File: src/rtl/plc_io_port_if.sv
// plc_io_port_if
//   Request/acknowledge data-bus between the PLC core (master) and the
//   I/O port (slave). 4-phase handshake: the master holds req_in until it
//   sees ack_out, then drops req_in; the slave drops ack_out in response.
//
//   req_in    master->slave  bus request
//   we_in     master->slave  1 = write, 0 = read
//   addr_in   master->slave  3-bit register address
//   wdata_in  master->slave  write data, WIDTH bits
//   rdata_out slave->master  read data, valid while ack_out=1
//   ack_out   slave->master  bus acknowledge
interface plc_io_port_if #(
  parameter int WIDTH = 8
);
  logic             req_in;
  logic             we_in;
  logic [2:0]       addr_in;
  logic [WIDTH-1:0] wdata_in;
  logic [WIDTH-1:0] rdata_out;
  logic             ack_out;

  modport master (
    output req_in, we_in, addr_in, wdata_in,
    input  rdata_out, ack_out
  );

  modport slave (
    input  req_in, we_in, addr_in, wdata_in,
    output rdata_out, ack_out
  );
endinterface

File: src/rtl/plc_io_port.sv
// plc_io_port
//   Memory-mapped digital I/O responder. Drives PLC output pins from the OUT
//   latch, samples PLC input pins through a 2-flop synchroniser and a
//   per-bit debouncer, records debounced edges in sticky RISE/FALL flags and
//   raises an interrupt for enabled flags.
//
//   clk_in    system clock, rising edge
//   rst_in    asynchronous reset, active-high
//   bus       plc_io_port_if slave: req/we/addr/wdata in, rdata/ack out
//   pins_in   raw asynchronous PLC inputs
//   pins_out  PLC outputs (= OUT register)
//   irq_out   |((RISE | FALL) & IEN)
//
//   Register map: 0 OUT rw, 1 IN ro, 2 RISE r/w1c, 3 FALL r/w1c, 4 IEN rw,
//   5 STATUS ro (bit0 = irq_out), 6/7 read 0.
module plc_io_port #(
  parameter int WIDTH    = 8,
  parameter int DEBOUNCE = 4
) (
  input  logic             clk_in,
  input  logic             rst_in,
  plc_io_port_if.slave     bus,
  input  logic [WIDTH-1:0] pins_in,
  output logic [WIDTH-1:0] pins_out,
  output logic             irq_out
);

  localparam int CW = $clog2(DEBOUNCE + 1);
  localparam logic [CW-1:0] DB_LIMIT = CW'(DEBOUNCE);

  typedef enum logic {
    IDLE = 1'b0,
    ACK  = 1'b1
  } state_t;

  state_t           state_q, state_d;
  logic [WIDTH-1:0] rdata_q, rdata_d;
  logic [WIDTH-1:0] out_q, out_d;
  logic [WIDTH-1:0] ien_q, ien_d;
  logic [WIDTH-1:0] rise_q, rise_d;
  logic [WIDTH-1:0] fall_q, fall_d;
  logic [WIDTH-1:0] sync1_q, sync2_q;
  logic [WIDTH-1:0] stable_q, stable_d;
  logic [WIDTH-1:0] rd_mux;
  logic             wr_en;

  // ---------------------------------------------------------------------
  // Input path: per-bit debounce counter. The counter only runs while the
  // synchronised value disagrees with the accepted one; any return to
  // agreement restarts it, which is what rejects short glitches.
  // ---------------------------------------------------------------------
  genvar gi;
  generate
    for (gi = 0; gi < WIDTH; gi++) begin : g_deb
      logic [CW-1:0] cnt_q, cnt_d;
      logic [CW-1:0] cnt_inc;
      logic          differ;
      logic          accept;

      assign differ       = sync2_q[gi] ^ stable_q[gi];
      assign cnt_inc      = cnt_q + 1'b1;
      assign accept       = differ && (cnt_inc == DB_LIMIT);
      assign cnt_d        = (differ && !accept) ? cnt_inc : '0;
      assign stable_d[gi] = accept ? sync2_q[gi] : stable_q[gi];

      always_ff @(posedge clk_in or posedge rst_in) begin
        if (rst_in) cnt_q <= '0;
        else        cnt_q <= cnt_d;
      end
    end
  endgenerate

  always_ff @(posedge clk_in or posedge rst_in) begin
    if (rst_in) begin
      sync1_q  <= '0;
      sync2_q  <= '0;
      stable_q <= '0;
    end else begin
      sync1_q  <= pins_in;
      sync2_q  <= sync1_q;
      stable_q <= stable_d;
    end
  end

  // ---------------------------------------------------------------------
  // Read mux (full 3-bit decode)
  // ---------------------------------------------------------------------
  always_comb begin
    rd_mux = '0;
    case (bus.addr_in)
      3'd0: rd_mux = out_q;
      3'd1: rd_mux = stable_q;
      3'd2: rd_mux = rise_q;
      3'd3: rd_mux = fall_q;
      3'd4: rd_mux = ien_q;
      3'd5: rd_mux[0] = irq_out;
      default: rd_mux = '0;
    endcase
  end

  // ---------------------------------------------------------------------
  // Handshake FSM. The access happens once, on the IDLE->ACK edge; ACK
  // just waits for the core to drop its request.
  // ---------------------------------------------------------------------
  always_comb begin
    state_d = state_q;
    rdata_d = rdata_q;
    wr_en   = 1'b0;
    case (state_q)
      IDLE: begin
        if (bus.req_in) begin
          state_d = ACK;
          wr_en   = bus.we_in;
          rdata_d = bus.we_in ? '0 : rd_mux;
        end
      end
      ACK: begin
        if (!bus.req_in) begin
          state_d = IDLE;
          rdata_d = '0;
        end
      end
      default: begin
        state_d = IDLE;
        rdata_d = '0;
      end
    endcase
  end

  // ---------------------------------------------------------------------
  // Register writes. A W1C clear and a new edge on the same bit in the
  // same cycle resolve in favour of the edge, so no event is lost.
  // ---------------------------------------------------------------------
  always_comb begin
    logic [WIDTH-1:0] w1c_rise;
    logic [WIDTH-1:0] w1c_fall;
    w1c_rise = '0;
    w1c_fall = '0;
    out_d    = out_q;
    ien_d    = ien_q;
    if (wr_en) begin
      case (bus.addr_in)
        3'd0: out_d    = bus.wdata_in;
        3'd2: w1c_rise = bus.wdata_in;
        3'd3: w1c_fall = bus.wdata_in;
        3'd4: ien_d    = bus.wdata_in;
        default: ;
      endcase
    end
    rise_d = (rise_q & ~w1c_rise) | (stable_d & ~stable_q);
    fall_d = (fall_q & ~w1c_fall) | (~stable_d & stable_q);
  end

  always_ff @(posedge clk_in or posedge rst_in) begin
    if (rst_in) begin
      state_q <= IDLE;
      rdata_q <= '0;
      out_q   <= '0;
      ien_q   <= '0;
      rise_q  <= '0;
      fall_q  <= '0;
    end else begin
      state_q <= state_d;
      rdata_q <= rdata_d;
      out_q   <= out_d;
      ien_q   <= ien_d;
      rise_q  <= rise_d;
      fall_q  <= fall_d;
    end
  end

  assign bus.ack_out   = (state_q == ACK);
  assign bus.rdata_out = rdata_q;
  assign pins_out      = out_q;
  assign irq_out       = |((rise_q | fall_q) & ien_q);

endmodule

File: src/flat_wrapper.sv
// flat-port wrapper written by rule: the top's interface ports become plain ports
module plc_io_port_flat 
#(
  parameter int WIDTH    = 8,
  parameter int DEBOUNCE = 4
)
  (clk_in, rst_in, pins_in, pins_out, irq_out, bus_req_in, bus_we_in, bus_addr_in, bus_wdata_in, bus_rdata_out, bus_ack_out);
  plc_io_port_if #(.WIDTH(WIDTH)) bus_i ();
  input  logic clk_in;
  input  logic rst_in;
  input  logic [WIDTH-1:0] pins_in;
  output logic [WIDTH-1:0] pins_out;
  output logic irq_out;
  input wire logic [$bits(bus_i.req_in)-1:0] bus_req_in;
  input wire logic [$bits(bus_i.we_in)-1:0] bus_we_in;
  input wire logic [$bits(bus_i.addr_in)-1:0] bus_addr_in;
  input wire logic [$bits(bus_i.wdata_in)-1:0] bus_wdata_in;
  output wire logic [$bits(bus_i.rdata_out)-1:0] bus_rdata_out;
  output wire logic [$bits(bus_i.ack_out)-1:0] bus_ack_out;
  assign bus_i.req_in = bus_req_in;
  assign bus_i.we_in = bus_we_in;
  assign bus_i.addr_in = bus_addr_in;
  assign bus_i.wdata_in = bus_wdata_in;
  assign bus_rdata_out = bus_i.rdata_out;
  assign bus_ack_out = bus_i.ack_out;
  plc_io_port #(.WIDTH(WIDTH), .DEBOUNCE(DEBOUNCE)) u_core (.clk_in(clk_in), .rst_in(rst_in), .bus(bus_i), .pins_in(pins_in), .pins_out(pins_out), .irq_out(irq_out));
endmodule
File: config.mk
export PLATFORM = sky130hd
export DESIGN_NAME = plc_io_port_flat
export DESIGN_NICKNAME = d
export VERILOG_FILES = /design/src/rtl/plc_io_port_if.sv /design/src/rtl/plc_io_port.sv /design/src/flat_wrapper.sv
export SDC_FILE = /design/constraint.sdc
export NUM_CORES = 1
export LEC_CHECK = 0
export ABC_AREA = 1
export BUFFER_PORTS_ARGS = -buffer_cell sky130_fd_sc_hd__clkbuf_2
export CAP_MARGIN = 20
export CORE_UTILIZATION = 40
export DETAILED_ROUTE_END_ITERATION = 6
export REMOVE_ABC_BUFFERS = 1
export SLEW_MARGIN = 15
export SYNTH_ARGS = -nofsm -noshare
export SYNTH_HDL_FRONTEND = slang
export SYNTH_SLANG_ARGS = --single-unit
File: constraint.sdc
create_clock -name clk_in -period 4.4 [get_ports clk_in]
set_input_delay 0.44 -clock clk_in [delete_from_list [all_inputs] [get_ports clk_in]]
set_output_delay 0.44 -clock clk_in [all_outputs]
set_load 0.03 [all_outputs]
==> impl_metrics.toml, run 1 <==
[flow_run]
maxCapViolCount = 0

[global_routing]
grt_usage = 0.168
grt_max_degree = 54
gr-total-overflow = 0
grt_pass1_wl_um = 12700
antenna_found_initial = 0
grt_pass1_vias = 2645

[cells_and_area]
layout_common_cells = "121 x nand2_1, 89 x dfrtp_1, 55 x o21ai_0"
final_common_cell = "nand2_1"
antennaDiodeCount = 0
drive_gt1_frac = 0.186
nets = 483
area_growth_syn_to_layout_pct = 14.0

[yosys]
synth-xor-area-share = 0.00231
synth_cell_type_count = 20
synth.avg_cell_area_um2 = 9.60
synth_top_family_by_area = "simple AND/OR/NAND/NOR gates"
synth_area_leader_cell = "dfrtp_1"
synth.mux.area_fraction = 0
synth.top_cell.area_share = 0.587
syn_inst = 395
synth-simple-area-share = 0.190
ys_seq_elements = 89
synth_warnings = 0
seq_area_frac_synth = 0.587
synth_adder_area_share = 0.0528
synthTopCellsByArea = "dfrtp_1 59%, nand2_1 12%, o21ai_0 7.3%"
synth_compound_area_frac = 0.122
synth_area_mm2 = 0.00379

[run_status]
status = "complete, no violations"

[power_and_ir_drop]
p_int_uw = 1500
finalPower_uw = 2200
seq_power_share = 0.501
switching_share = 0.315
irDropWorstVdd_mv = 0.234
clkPwrFrac = 0.279
power_frac_comb = 0.219
leakage_uw = 0.00213
switchingPower_uw = 691
power.density_mw_per_mm2 = 508

[worst_setup_path]
critPathMaxStageDelay_ps = 400
path_class = "reg -> out"
crit_arrival_ps = 1460
crit_chain = "o21ai_0 > nand2_1 > nor2_1 > nand2_1 > clkbuf_2"
crit_start = "u_core.rise_q[7]"
required_ps = 3960
path_max_fanout = 3
critPathBufInv = 1
slowest_stage = "dfrtp_1"
crit_top_cell = "nand2_1"
cp_top_family = "flip-flops"
r2r-start = "u_core.bus.ack_out"
worst_setup_path_end_kind = "output port"
worstSetupStartpointType = "flop"

[clocking]
cts_resized = 0
post-cts-setup-buffers = 0
htree_levels = 3
insertion_delay_ps = 350
cts_buffers = 9
clockBufferDepth = 2
clkSinkCount = 89
clk_pin_slew_ps = 80
cts_tree = "done"
cts-root-buf = "clkbuf_8"
cts_hold_buf = 0

[route]
route.detailed.drc = 0
num_vias = 2686
dr.first_iter.drc_count = 135
ant_nets = 0
drt-vias-per-instance = 4.81
dr.pass1.iters = 5
wl_um = 7340
wl_per_cell_um = 13.2

[placement]
gp_congestion = 0.765
place_hpwl_um = 5180
portBuffers = 40

[timing]
slew_viol_final = 0
setup_tns_ps = 0
clock-skew-final_ps = 6.75
fin_crit_ps = 1900
worst_slew_pin_slew_ps = 937
fmax_ghz = 0.527
slew_headroom = 0.371
hold_ws_ps = 185
finalCritPeriodShare = 0.431
rsz0062_at_grt = "false"
hold_viol = 0
setup_viol = 0

[hold_path]
hold_path_class = "in -> reg"
hp-start = "pins_in[4]"

[floorplanning]
pin_count = 41
start_util = 0.413
dieArea_mm2 = 0.00988
fp-row-count = 35
die_w_um = 99.4
coreArea_mm2 = 0.00920
fp.dieH_um = 99.4
power groups by stage:
stage          clock, uW  combinational [uW]  sequential, uW
3_3_place_gp           0                 472            1110
6_report             613                 482            1100
3_5_place_dp           0                 489            1120
2_1_floorplan          0                 339            1120
4_1_cts              631                 491            1100
5_1_grt              661                 577            1120
synthesized netlist by cell type (all sizes together):
master and count:
buf 3, nand3 8, or3b 1, dfrtp 89
nor3 4, ha 16, o21ai 71, inv 38
nor2 30, a21oi 10, xnor2 1, nand2 124
path summary, 6_finish.rpt:
| kind | to | slack, ps | depth (start not counted) |
|---|---|---|---|
| worst min-delay path | u_core.sync1_q[4] | 190 | 1 |
| max in group asynchronous | u_core.sync2_q[2] | 3180 | 3 |
| worst max register to register | u_core.bus.rdata_out[6] | 2830 | 4 |
| worst min register to register | u_core.sync2_q[0] | 350 | 0 |
| worst max-delay path | irq_out | 2500 | 5 |
| min in group asynchronous | u_core.sync1_q[5] | 230 | 2 |
cell families (layout without fill, tap and decap cells):
| kind of cell | Yosys count | in the layout |
|---|---|---|
| buffers and inverters | 41 | 93 |
| DFF | 89 | 89 |
| xor gates and xnor gates | 1 | 1 |
| adders and majority gates | 16 | 16 |
| AOI/OAI and AO/OA | 81 | 81 |
| and+or+nand+nor | 167 | 167 |
registers in the layout, indices dropped and copies added, names as in the netlist:
register,flops
u_core.bus.ack_out,1
u_core.stable_q,8
u_core.pins_out,8
u_core.rise_q,8
u_core.fall_q,8
u_core.bus.rdata_out,8
u_core.g_deb.cnt_q,24
u_core.sync2_q,8
u_core.ien_q,8
u_core.sync1_q,8
metrics by stage:
| step | std cells | worst slack, ps | cell area (um2) | util |
|---|---|---|---|---|
| final | 558 | 2500 | 4320 | 0.470 |
| after global routing | 558 | 2370 | 4320 | 0.470 |
| after CTS | 558 | 2480 | 4320 | 0.470 |
| after detailed placement | 544 | 2610 | 4110 | 0.447 |
| after global placement | 544 | 2630 | 4110 | 0.447 |
| after floorplan | 392 | 1650 | 3760 | - |
layer usage:
metal	GRT usage	vias up	wire (um)
li1	-	1371	-
met4	0.0747	0	135
met5	0	-	0
met2	0.268	40	3350
met1	0.226	1262	3630
met3	0.0281	13	229
final cells by class:
| cell class | count | area (um2) |
|---|---|---|
| inverter | 38 | 144 |
| sequential | 89 | 2230 |
| multi-input combinational | 265 | 1390 |
| clock buffer | 11 | 151 |
| clock inverter | 3 | 65.1 |
| timing repair buffer | 41 | 208 |
| tap | 111 | 139 |
| fill | 920 | 4870 |
Power figures use the tool's default switching activity.
==> inputs of run 2 (changes only) <==
==> constraint.sdc (replaced) <==
create_clock -name clk_in -period 1.7 [get_ports clk_in]
set_input_delay 0.17 -clock clk_in [delete_from_list [all_inputs] [get_ports clk_in]]
set_output_delay 0.17 -clock clk_in [all_outputs]
set_load 0.03 [all_outputs]
==> run 2 against run 1 <==
Net effect:
- clock power is 140% higher
- cell area is 3.5% higher
- combinational power grew to 2.6 times the previous value
- first-iteration DRC count is 15% lower
- critical path depth stayed put
- flip-flop and latch count stayed put
- global-route usage is 0.38 points higher
- wire length is 0.86% higher
- register-to-register slack worse by 2600 ps
- largest cell class unchanged
- count of clock-buffer cells in the layout is 1 lower
- via count is 2.0% higher
- utilization is 1.6 points higher
==> impl_metrics.toml, run 2 (synthesis results as in run 1) <==
[cells_and_area]
finish.utilization = 0.487
top_register = "u_core.g_deb.cnt_q"
nets = 498
fillers = 888
drive_gt1_frac = 0.194
area_growth_syn_to_layout_pct = 17.9
instances_no_fill = 575
antennaDiodeCount = 0
largest_reg_flops = 24
layout_common_cells = "121 x nand2_1, 89 x dfrtp_1, 54 x o21ai_0"
final_area_mm2 = 0.00447
final_common_cell = "nand2_1"

[clocking]
htree_levels = 3
cts-root-buf = "clkbuf_8"
cts_buffers = 9
insertion_delay_ps = 350
clk_pin_slew_ps = 90
cts_tree = "done"
clkSinkCount = 89
clockBufferDepth = 2
post-cts-setup-buffers = 0

[worst_setup_path]
worst_setup_path_end_kind = "output port"
worstSetupStartpointType = "flop"
path_max_fanout = 3
required_ps = 1530
path_class = "reg -> out"
crit_arrival_ps = 1430

[timing]
setup_viol = 0
clock-skew-final_ps = 8.82
fmax_ghz = 0.623
setup_tns_ps = 0
finalCritPeriodShare = 0.944
worst_slew_pin_slew_ps = 674
rsz0062_at_grt = "false"
slew_viol_final = 0
hold_viol = 0
fin_crit_ps = 1600
slew_headroom = 0.547

[placement]
place_hpwl_um = 5210
portBuffers = 40
gp_congestion = 0.781
dp_cells = 549
dpl_cell_area_mm2 = 0.00417

[route]
dr.first_iter.drc_count = 115
drt-vias-per-instance = 4.76
route.detailed.drc = 0
num_vias = 2739
wl_um = 7410
dr.pass1.iters = 5
wl_per_cell_um = 12.9
ant_nets = 0

[floorplanning]
fp.dieH_um = 99.4
dieArea_mm2 = 0.00988
coreArea_mm2 = 0.00920
fp-row-count = 35
start_util = 0.413
die_w_um = 99.4
pin_count = 41

[power_and_ir_drop]
clkPwrFrac = 0.263
leakage_uw = 0.00219
switching_share = 0.326
power.density_mw_per_mm2 = 1240
irDropWorstVdd_mv = 0.522
switchingPower_uw = 1820
power_frac_comb = 0.227
p_int_uw = 3750
seq_power_share = 0.510

[global_routing]
grt.busiest_layer = "met2"
use_met3 = 0.0302
grt_pass1_vias = 2767
grt_max_degree = 36
met1_usage = 0.231
grt_pass1_wl_um = 12900
grt_usage = 0.171
gr-total-overflow = 0
grt_use_met2 = 0.275
antenna_found_initial = 0

[run_status]
status = "complete, no violations"

[hold_path]
hold_path_class = "in -> reg"

[flow_run]
maxCapViolCount = 0
## run 2: cell count changes in the layout (fill, tap and decap cells not counted)
cell	delta
o21ai_1	+1
dlygate4sd3_1	+10
clkbuf_8	-1
buf_4	+3
buf_12	+2
bufinv_16	-1
o21ai_0	-1
inv_6	+1
clkinvlp_4	+3
## run 2: repair_timing
action / CTS / global route
gates resized for setup: 0 / 1
hold buffers: 10 / 0
hold endpoints to repair: 32 / 0
endpoints found under the setup margin: 0 / 1
## run 2: area by class of cell
type,instances,area [um2],share of cell area
clock buffers,10,138,0.0308
clock inverters,6,66.3,0.0148
inverters,38,144,0.0322
multi-input cells,265,1390,0.311
flip-flops and latches,89,2230,0.498
well taps,111,139,0.0310
repair buffers,56,370,0.0828
## run 2: metal layers
metal / routed length [um] / up-vias
li1: - / 1398
met1: 3660 / 1278
met2: 3390 / 51
met3: 220 / 12
met4: 138 / 0
met5: 0 / -
## run 2: final timing paths
check                           slack [ps]  cells after the start                 endpoint               start
worst max-delay path                   100                      5                  irq_out    u_core.rise_q[4]
worst min-delay path                   100                      3          u_core.ien_q[2]     bus_wdata_in[2]
worst max register to register         260                      4  u_core.bus.rdata_out[5]  u_core.bus.ack_out
worst min register to register         350                      0        u_core.sync2_q[2]   u_core.sync1_q[2]
max in group asynchronous              810                      4  u_core.bus.rdata_out[2]              rst_in
min in group asynchronous              360                      3        u_core.sync1_q[1]              rst_in
## run 2: power by group through the flow
stage,Combinational [uW],Sequential [uW],Clock [uW]
after floorplan,876,2900,0
after global placement,1220,2870,0
after detailed placement,1260,2890,0
after CTS,1290,2840,1510
after global routing,1520,2900,1590
final,1260,2840,1460
## run 2: metrics by stage
stage | setup slack (ps) | hold WS, ps | power (uW)
2_1_floorplan | -777 | 201 | 3770
3_3_place_gp | 310 | 180 | 4080
3_5_place_dp | 245 | 186 | 4150
4_1_cts | 78.1 | 91.4 | 5640
5_1_grt | 27.9 | 96.2 | 6010
6_report | 95.4 | 100 | 5570
## run 2: critical path: stages (launching register included)
cell and delay [ps]:
dfrtp_1 410, o21ai_0 210, nand2_1 90, nor2_1 90, nand2_1 90, clkbuf_2 190
